$ cat src/rtl/uart_rx_if.sv
// uart_rx_if: serial-in / parallel-out bundle of the UART receiver.
//   RxD        serial line, idle high (driver -> receiver)
//   SampleTick one-clk pulse at OVERSAMPLE x baud (driver -> receiver)
//   RxD_data   last correctly received word
//   RxD_valid  one-clk pulse, RxD_data updated
//   FrameErr   last completed frame had a low stop bit
//   Busy       receiver is inside a frame
interface uart_rx_if #(parameter int BITS = 8);
    logic            RxD;
    logic            SampleTick;
    logic [BITS-1:0] RxD_data;
    logic            RxD_valid;
    logic            FrameErr;
    logic            Busy;
    modport master (output RxD, SampleTick, input RxD_data, RxD_valid, FrameErr, Busy);
    modport slave  (input RxD, SampleTick, output RxD_data, RxD_valid, FrameErr, Busy);
endinterface

$ cat src/rtl/uart_rx.sv
// uart_rx: oversampling UART receiver, 1 start + BITS data (LSB first) + 1 stop, no parity.
//   clk  system clock
//   rst  asynchronous active-high reset
//   bus  uart_rx_if.slave: RxD, SampleTick in; RxD_data, RxD_valid, FrameErr, Busy out
module uart_rx #(
    parameter int BITS       = 8,
    parameter int OVERSAMPLE = 16
) (
    input logic     clk,
    input logic     rst,
    uart_rx_if.slave bus
);
    localparam int TW = $clog2(OVERSAMPLE);
    localparam int BW = $clog2(BITS + 1);
    localparam logic [TW-1:0] HALF  = TW'(OVERSAMPLE / 2 - 1);
    localparam logic [TW-1:0] LAST  = TW'(OVERSAMPLE - 1);
    localparam logic [BW-1:0] BLAST = BW'(BITS - 1);

    typedef enum logic [2:0] {S_IDLE, S_START, S_DATA, S_STOP, S_BREAK} state_t;

    state_t          state, state_n;
    logic [1:0]      sync;
    logic            rxs;
    logic [TW-1:0]   tcnt, tcnt_n;
    logic [BW-1:0]   bcnt, bcnt_n;
    logic [BITS-1:0] sh, sh_n, data, data_n;
    logic            valid, valid_n, ferr, ferr_n;

    assign rxs = sync[1];

    always_ff @(posedge clk or posedge rst) begin
        if (rst) begin
            sync  <= 2'b11;
            state <= S_IDLE;
            tcnt  <= '0;
            bcnt  <= '0;
            sh    <= '0;
            data  <= '0;
            valid <= 1'b0;
            ferr  <= 1'b0;
        end else begin
            sync  <= {sync[0], bus.RxD};
            state <= state_n;
            tcnt  <= tcnt_n;
            bcnt  <= bcnt_n;
            sh    <= sh_n;
            data  <= data_n;
            valid <= valid_n;
            ferr  <= ferr_n;
        end
    end

    always_comb begin
        state_n = state;
        tcnt_n  = tcnt;
        bcnt_n  = bcnt;
        sh_n    = sh;
        data_n  = data;
        valid_n = 1'b0;
        ferr_n  = ferr;
        case (state)
            S_IDLE: if (!rxs) begin
                state_n = S_START;
                tcnt_n  = '0;
            end
            // Re-check the line at mid start bit to reject glitches.
            S_START: if (bus.SampleTick) begin
                tcnt_n = tcnt + 1'b1;
                if (tcnt == HALF) begin
                    state_n = rxs ? S_IDLE : S_DATA;
                    tcnt_n  = '0;
                    bcnt_n  = '0;
                end
            end
            // Sampling a full bit period after mid start lands on mid data bit.
            S_DATA: if (bus.SampleTick) begin
                tcnt_n = tcnt + 1'b1;
                if (tcnt == LAST) begin
                    sh_n   = {rxs, sh[BITS-1:1]};
                    tcnt_n = '0;
                    bcnt_n = bcnt + 1'b1;
                    if (bcnt == BLAST) state_n = S_STOP;
                end
            end
            S_STOP: if (bus.SampleTick) begin
                tcnt_n = tcnt + 1'b1;
                if (tcnt == LAST) begin
                    tcnt_n  = '0;
                    state_n = rxs ? S_IDLE : S_BREAK;
                    ferr_n  = !rxs;
                    valid_n = rxs;
                    data_n  = rxs ? sh : data;
                end
            end
            // A held-low line must not be mistaken for a new start bit.
            S_BREAK: if (rxs) begin
                state_n = S_IDLE;
                tcnt_n  = '0;
            end
            default: state_n = S_IDLE;
        endcase
    end

    assign bus.RxD_data  = data;
    assign bus.RxD_valid = valid;
    assign bus.FrameErr  = ferr;
    assign bus.Busy      = state != S_IDLE;
endmodule

$ cat src/flat_wrapper.sv
// flat-port wrapper written by rule: the top's interface ports become plain ports
module uart_rx_flat 
#(
    parameter int BITS       = 8,
    parameter int OVERSAMPLE = 16
)
  (clk, rst, bus_RxD, bus_SampleTick, bus_RxD_data, bus_RxD_valid, bus_FrameErr, bus_Busy);
  uart_rx_if #(.BITS(BITS)) bus_i ();
  input logic clk;
  input logic rst;
  input wire logic [$bits(bus_i.RxD)-1:0] bus_RxD;
  input wire logic [$bits(bus_i.SampleTick)-1:0] bus_SampleTick;
  output wire logic [$bits(bus_i.RxD_data)-1:0] bus_RxD_data;
  output wire logic [$bits(bus_i.RxD_valid)-1:0] bus_RxD_valid;
  output wire logic [$bits(bus_i.FrameErr)-1:0] bus_FrameErr;
  output wire logic [$bits(bus_i.Busy)-1:0] bus_Busy;
  assign bus_i.RxD = bus_RxD;
  assign bus_i.SampleTick = bus_SampleTick;
  assign bus_RxD_data = bus_i.RxD_data;
  assign bus_RxD_valid = bus_i.RxD_valid;
  assign bus_FrameErr = bus_i.FrameErr;
  assign bus_Busy = bus_i.Busy;
  uart_rx #(.BITS(BITS), .OVERSAMPLE(OVERSAMPLE)) u_core (.clk(clk), .rst(rst), .bus(bus_i));
endmodule
$ cat config.mk
export PLATFORM = sky130hd
export DESIGN_NAME = uart_rx_flat
export DESIGN_NICKNAME = d
export VERILOG_FILES = /design/src/rtl/uart_rx_if.sv /design/src/rtl/uart_rx.sv /design/src/flat_wrapper.sv
export SDC_FILE = /design/constraint.sdc
export NUM_CORES = 1
export LEC_CHECK = 0
export BUFFER_PORTS_ARGS = -buffer_cell sky130_fd_sc_hd__buf_2
export CAP_MARGIN = 20
export CORE_MARGIN = 1
export CORE_UTILIZATION = 35
export DETAILED_ROUTE_END_ITERATION = 16
export HOLD_SLACK_MARGIN = 0.15
export SLEW_MARGIN = 15
export SYNTH_ARGS = -nofsm -noshare
export SYNTH_HDL_FRONTEND = slang
export SYNTH_SLANG_ARGS = --single-unit
$ cat constraint.sdc
create_clock -name clk -period 2.7 [get_ports clk]
set_clock_uncertainty 0.05 [all_clocks]
set_input_delay 0.54 -clock clk [delete_from_list [all_inputs] [get_ports clk]]
set_output_delay 0.54 -clock clk [all_outputs]
set_load 0.02 [all_outputs]
## Word-level counts from Yosys, hierarchy flattened

Index checks and enable logic that the tools add are counted.

- Memories: 0
- Register bits after elaboration: 31
- Latch bits: 0
- RAM bits: 0
- Bits in read-only memories: 0
- Logic and storage cells: 66
- Input bits: 4

- Equal/unequal tests: 17
- Mux-type cells: 27
- Add/subtract/negate cells: 2
- Div/mod/pow operators: 0
- Order comparisons: 0
- Multiply operators: 0
- Shift operators: 0
- Bitwise logic cells: 0
- Reduce and logical (&&, ||, !) cells: 12

Operators by type and width:

| kind | count |
|---|---|
| 4-bit 2-to-1 mux | 10 |
| 3-bit 2-to-1 mux | 10 |
| 4-bit case mux with 4 select lines | 1 |
| 3-bit case mux with 5 select lines | 1 |
| 2-bit by 1-bit != test with 1-bit output, second input constant | 6 |
| 5-bit AND reduction | 2 |
| 9-bit AND reduction | 1 |
| 4-bit by 1-bit adder with 4-bit output, second input constant | 2 |
| 4-bit by 3-bit equality test with 1-bit output, second input constant | 2 |
| 2-bit != test, second input constant | 4 |
| 4-bit case mux with 2 select lines | 1 |
| 3-bit by 2-bit equality test with 1-bit output, second input constant | 2 |
| 3-bit AND reduction | 2 |
| 4-bit equality test, second input constant | 1 |
| 4-bit AND reduction | 1 |
| 4-bit nonzero test | 1 |
| 3-bit by 1-bit equality test with 1-bit output, second input constant | 1 |
| 3-bit equality test, second input constant | 1 |
| 3-bit zero test | 1 |
| 1-bit 2-to-1 mux | 3 |
| 3-bit nonzero test | 1 |
| 2-bit 2-to-1 mux | 1 |
| 2-bit nonzero test | 1 |
| 2-bit OR reduction | 1 |
| 1-bit zero test | 1 |

## Logic depth before layout (Yosys ltp)

Gate-level depths: netlist of run 1.

- Depth in word-level cells: 5
- Mapped depth: 5
- Depth with buffers taken out: 5

## Least setup slack after synthesis of run 1

OpenSTA, ideal clock, no wires.

- Path type: register to output
- Start: reg u_core.state[2]
- End: out bus_Busy
- Slack: 1.042 ns
- Arrival time: 1.068 ns
- Data required time: 2.110 ns
- Cell stages (with the launch flop): 3
- Path through: dfrtp_1 > clkbuf_1 > or3_1

- Word-level cells in the longest chain between the ends: 1

RTL lines:

| element | RTL line | RTL |
|---|---|---|
| from (decl) | uart_rx.sv:21 | `state_t state, state_n;` |
| from (signal assigned) | uart_rx.sv:43 | `state <= state_n;` |
| 3-bit nonzero test | uart_rx.sv:107 | `assign bus.Busy = state != S_IDLE;` |
| to (decl) | flat_wrapper.sv:16 | `output wire logic [$bits(bus_i.Busy)-1:0] bus_Busy;` |

Every way passes these cells.

## Worst setup path after layout of run 1

Ends and elaborated chain as after synthesis.

==> results of run 1 <==
==> worst max path at each step <==
| stage | start | to | slack, ns | cells past startpoint |
|---|---|---|---|---|
| 3_5_place_dp | u_core.state[1] | u_core.sh[5] | 0.80 | 3 |
| 6_report | u_core.state[2] | bus_Busy | 0.71 | 2 |
| 2_1_floorplan | u_core.state[2] | bus_Busy | 1.04 | 2 |
| 5_1_grt | u_core.state[2] | bus_Busy | 0.65 | 2 |
| 4_1_cts | u_core.state[2] | bus_Busy | 0.71 | 2 |
| 3_3_place_gp | u_core.state[1] | u_core.sh[0] | 0.86 | 3 |
==> registers in the layout (all words and copies together), names as in the netlist <==
name and cells:
u_core.bcnt 4, u_core.bus.FrameErr 1, u_core.bus.RxD_data 8, u_core.bus.RxD_valid 1
u_core.sync 2, u_core.state 3, u_core.sh 8, u_core.tcnt 4
==> cell families after synthesis <==
logic type	synth area share, %
adder cells (fa/ha/maj)	1.69
AO/OA/AOI/OAI	11.6
multiplexers	12.9
buffers and inverters	4.39
AND/OR/NAND/NOR	15.6
flip-flops	52.6
XOR/XNOR	1.18
==> stage by stage <==
step / cells / util, % / setup slack (ns)
6_report: 189 / 42.3 / 0.712
5_1_grt: 189 / 42.3 / 0.653
4_1_cts: 189 / 42.3 / 0.714
3_5_place_dp: 181 / 39.3 / 0.797
3_3_place_gp: 181 / 39.3 / 0.859
2_1_floorplan: 121 / - / 1.04
==> cells in the final DEF (no fill, tap or decap), types with 2 or more instances in the layout <==
master and instances:
nor2_1 3, nor3b_1 2, o41ai_1 3, ha_1 2, nand3b_1 2, clkbuf_8 6, nor3_1 2, or3b_1 2
a21oi_1 4, mux2_2 17, inv_1 8, o21ai_1 2, o21ai_0 4, buf_2 14, dfstp_2 2, a311oi_1 3
dfrtp_1 29, nand2_1 5, nand3_1 4
==> area by class of cell <==
type | instances | area (µm²)
well taps | 50 | 62.6
clock buffers | 6 | 82.6
fillers | 388 | 2330
repair buffers | 15 | 77.6
inverters | 8 | 30.0
clock inverters | 2 | 35.0
flip-flops and latches | 31 | 778
multi-input cells | 77 | 637
==> per-layer routing <==
metal | global-route usage (%) | wire length (µm)
met3 | 4.62 | 119
met2 | 20.5 | 1190
met4 | 8.24 | 80
met1 | 16.5 | 1220
met5 | 0 | 0
==> power by group <==
group	switching, mW	internal (mW)
Clock	0.171	0.298
Combinational	0.137	0.113
Sequential	0.0854	0.508
==> worst register-to-register path, delay by kind of cell (launching register included) <==
family	cells	cell delay [ns]
multiplexers	1	0.36
flip-flops	1	0.61
AND/OR/NAND/NOR	2	0.79
==> impl_metrics.toml, run 1 <==
[sta]
fin_crit_sh_pct = 73.6
hold_violations = 0
tightest_slew_ns = 0.527
tns_ns = 0
setup_viol = 0
whs_ns = 0.267
timing.fmax_mhz = 503
grt_setup_unrepaired = "false"
slew_violations = 0
min_period_ns = 1.99
max-slew-margin-rel_pct = 64.6

[global_routing]
grt_start_max_net_pins = 32
grt_usage_pct = 13.6
grt_pass1_wl_um = 4370
first_global_vias = 939
grt_antenna_before_repair = 0
overflow = 0

[cts]
cts.path.max_buffers = 2
cts_tree = "done"
clk_latency_ns = 0.28
cts_hold_buf = 0
cts_resized = 0
root_buffer = "clkbuf_8"
post-cts-setup-buffers = 0
clkTransAtPathRegs_ns = 0.07
h-tree-depth = 2
clkSinkCount = 31
cts_buffers = 5

[pwr]
p_leak_nw = 0.844
finalPower_mw = 1.31
powerDensity_nw_per_um2 = 771
irDropWorstVdd_mv = 0.477

[min_path]
hp-class = "in2async"

[finish]
fin_nets = 144
layout-drive-gt1-share_pct = 35.3
diodes = 0
post-route-cell-area_um2 = 1700
synthToLayoutAreaGrowth_pct = 15.0

[drt]
routed_wl_um = 2610
wl_per_cell_um = 13.8
vias = 988
drc = 0
antenna_left = 0
drt-initial-drc-count = 23
vias_per_cell = 5.23
first_pass_iters = 4

[yosys]
yosysSeqAreaShare_pct = 52.6
async_flop_share_pct = 100
yosysTopAreaCellShare_pct = 49.0
ys_types = 43
yosysMostFrequentCell = "dfrtp_1"
yosys-top-cells-area = "dfrtp_1 (49%), mux2_2 (13%), dfstp_2 (3.6%)"
synth.cell_area_um2 = 1480
synth_seq_cells = 31
synthCells = 121
synth_edf_count = 0
synth_warnings = 0
yosysTopAreaCell = "dfrtp_1"
synth_common_cells = "dfrtp_1 (29), mux2_2 (17), inv_1 (8), nand2_1 (5)"
synth-main-ff-cell = "dfrtp_1"
synthesis.nets = 127
synth_area_per_cell_um2 = 12.2

[worst_setup_path]
arrival_ns = 1.40
cp_num_buf_inv = 1
max_stage_delay_ns = 0.54
reg2reg_slack_ns = 0.77
cp_max_fo = 15
startpoint_type = "register"
cp_cell_sequence = "or3_1, buf_2"
crit_slowest_cell = "dfrtp_1"
crit_path_end_kind = "primary output"
rr_startpoint = "u_core.state[1]"
reg2reg_depth = 3
crit_type = "reg2out"
required_ns = 2.11
critical_path.top_delay_family = "flip-flops"
r2r-end = "u_core.sh[5]"

[floorplan]
die_area_um2 = 4490
pin_count = 15
coreArea_um2 = 4030
rows = 23
die_h_um = 67.0
die_w_um = 67.0
initial_core_util_pct = 36.7

[placed_design]
place_area_um2 = 1590
gp_congestion = 0.765
place_hpwl_um = 1760
port_buffers = 14

[outcome]
run_status = "completed"

[run]
maxCapViolations = 0
(Power assumes the default switching activity.)
==> run 2: changes to the inputs <==
- clock period: 2.7 -> 1.8 ns (I/O delays scaled with it)
==> run 2 against run 1 <==
  * Combinational power up 110%
  * Sequential share of layout area down 2.9 points
  * Wire length up 6.8%
  * Sequential cell count unchanged
  * First-iteration DRC count down 26%
  * Non-clock buffer count up 14
  * Critical path type unchanged
  * Critical endpoint unchanged
  * Largest power group unchanged
==> impl_metrics.toml, run 2 (same netlist as run 1, synthesis figures left out) <==
[outcome]
run_status = "completed"

[floorplan]
die_h_um = 67.0
rows = 23
initial_core_util_pct = 36.7
die_w_um = 67.0
coreArea_um2 = 4030
pin_count = 15
die_area_um2 = 4490

[run]
maxCapViolations = 0

[cts]
cts.path.max_buffers = 2
clk_latency_ns = 0.29
h-tree-depth = 2
cts_buffers = 5
cts_tree = "done"
root_buffer = "clkbuf_8"
clkTransAtPathRegs_ns = 0.07
clkSinkCount = 31

[finish]
layout-drive-gt1-share_pct = 41.8
synthToLayoutAreaGrowth_pct = 23.2
layout_commonest_cell = "dfrtp_1"
instances_no_fill = 203
diodes = 0
layout_common_cells = "dfrtp_1 (28), mux2_2 (17), buf_2 (13), buf_4 (12), inv_1 (8)"
fin_nets = 158

[worst_setup_path]
arrival_ns = 1.36
required_ns = 1.39
cp_num_buf_inv = 2
max_stage_delay_ns = 0.40
crit_type = "reg2out"
reg2reg_slack_ns = 0.08
cp_cell_sequence = "buf_4, or3_4, buf_6"
startpoint_type = "register"
reg2reg_depth = 4
cp.depth = 3
critical_path.top_delay_family = "flip-flops"
crit_slowest_cell = "dfrtp_1"
crit_path_end_kind = "primary output"
cp_max_fo = 4

[global_routing]
overflow = 0
first_global_vias = 1063
grt_antenna_before_repair = 0
grt_usage_pct = 15.1
grt_pass1_wl_um = 4940
grt_start_max_net_pins = 32

[pwr]
powerDensity_nw_per_um2 = 1100
irDropWorstVdd_mv = 0.550
p_leak_nw = 0.913

[drt]
vias_per_cell = 5.08
wl_per_cell_um = 13.7
first_pass_iters = 4
vias = 1032
antenna_left = 0
drc = 0
drt-initial-drc-count = 17
routed_wl_um = 2790

[placed_design]
gp_congestion = 0.758
port_buffers = 14
place_hpwl_um = 1910
dp_cells = 190

[sta]
tns_ns = 0
fin_crit_sh_pct = 98.1
slew_violations = 0
grt_setup_unrepaired = "false"
tightest_slew_ns = 0.393
max-slew-margin-rel_pct = 73.8
timing.fmax_mhz = 566
min_period_ns = 1.77
setup_viol = 0
hold_violations = 0

[min_path]
hp-class = "reg2reg"
min_path_cells = 0
## run 2: cell types whose count changed in the layout (fill, tap and decap cells not counted), sizes merged
cell,delta
dlygate4sd3,+2
clkinvlp,+1
bufinv,-1
clkinv,-1
clkbuf,+1
buf,+12
## run 2: metrics by stage
stage          instance area (µm²)  hold WS [ns]  setup WS (ns)  util [%]  power, mW
5_1_grt                       1820         0.319       0.000593      45.2       2.13
4_1_cts                       1790         0.308         0.0225      44.5       1.98
2_1_floorplan                 1480         0.295          0.220         -       1.20
6_report                      1820         0.309         0.0337      45.2       2.00
3_5_place_dp                  1650         0.298         0.0472      41.0       1.34
3_3_place_gp                  1650         0.299          0.105      41.0       1.33
## run 2: worst paths after layout
path                                 startpoint        endpoint
worst max-delay path            u_core.state[2]        bus_Busy
worst min-delay path             u_core.sync[0]  u_core.sync[1]
worst max register to register  u_core.state[1]    u_core.sh[1]
max in group asynchronous                   rst  u_core.sync[0]
min in group asynchronous                   rst  u_core.tcnt[1]
worst min register to register   u_core.sync[0]  u_core.sync[1]
## run 2: report_power, final
group | leakage (nW) | total [mW] | switching (mW) | internal, mW
Sequential | 0.409 | 0.859 | 0.0940 | 0.765
Clock | 0.0505 | 0.611 | 0.264 | 0.347
Combinational | 0.453 | 0.526 | 0.254 | 0.272
Total | 0.913 | 2.00 | 0.612 | 1.38
## run 2: timing repair
action | CTS | global route
endpoints found under the setup margin | 1 | 9
buffers inserted | 2 | 1
cloned | 0 | 0
endpoints found under the hold margin | 30 | 0
resized for setup | 1 | 6
hold buffers | 2 | 0
## run 2: per-layer routing
layer / vias to the layer above / global-route usage, % / wire length (µm)
met4: 0 / 7.18 / 35
li1: 502 / - / -
met1: 504 / 19.0 / 1270
met5: - / 0 / 0
met2: 22 / 23.8 / 1370
met3: 4 / 4.11 / 112
## run 2: layout make-up
cell class | count | area (µm²)
clock buffers | 7 | 96.3
clock inverters | 1 | 7.51
fillers | 370 | 2210
inverters | 8 | 30.0
multi-input cells | 77 | 649
flip-flops and latches | 31 | 779
well taps | 50 | 62.6
repair buffers | 29 | 198
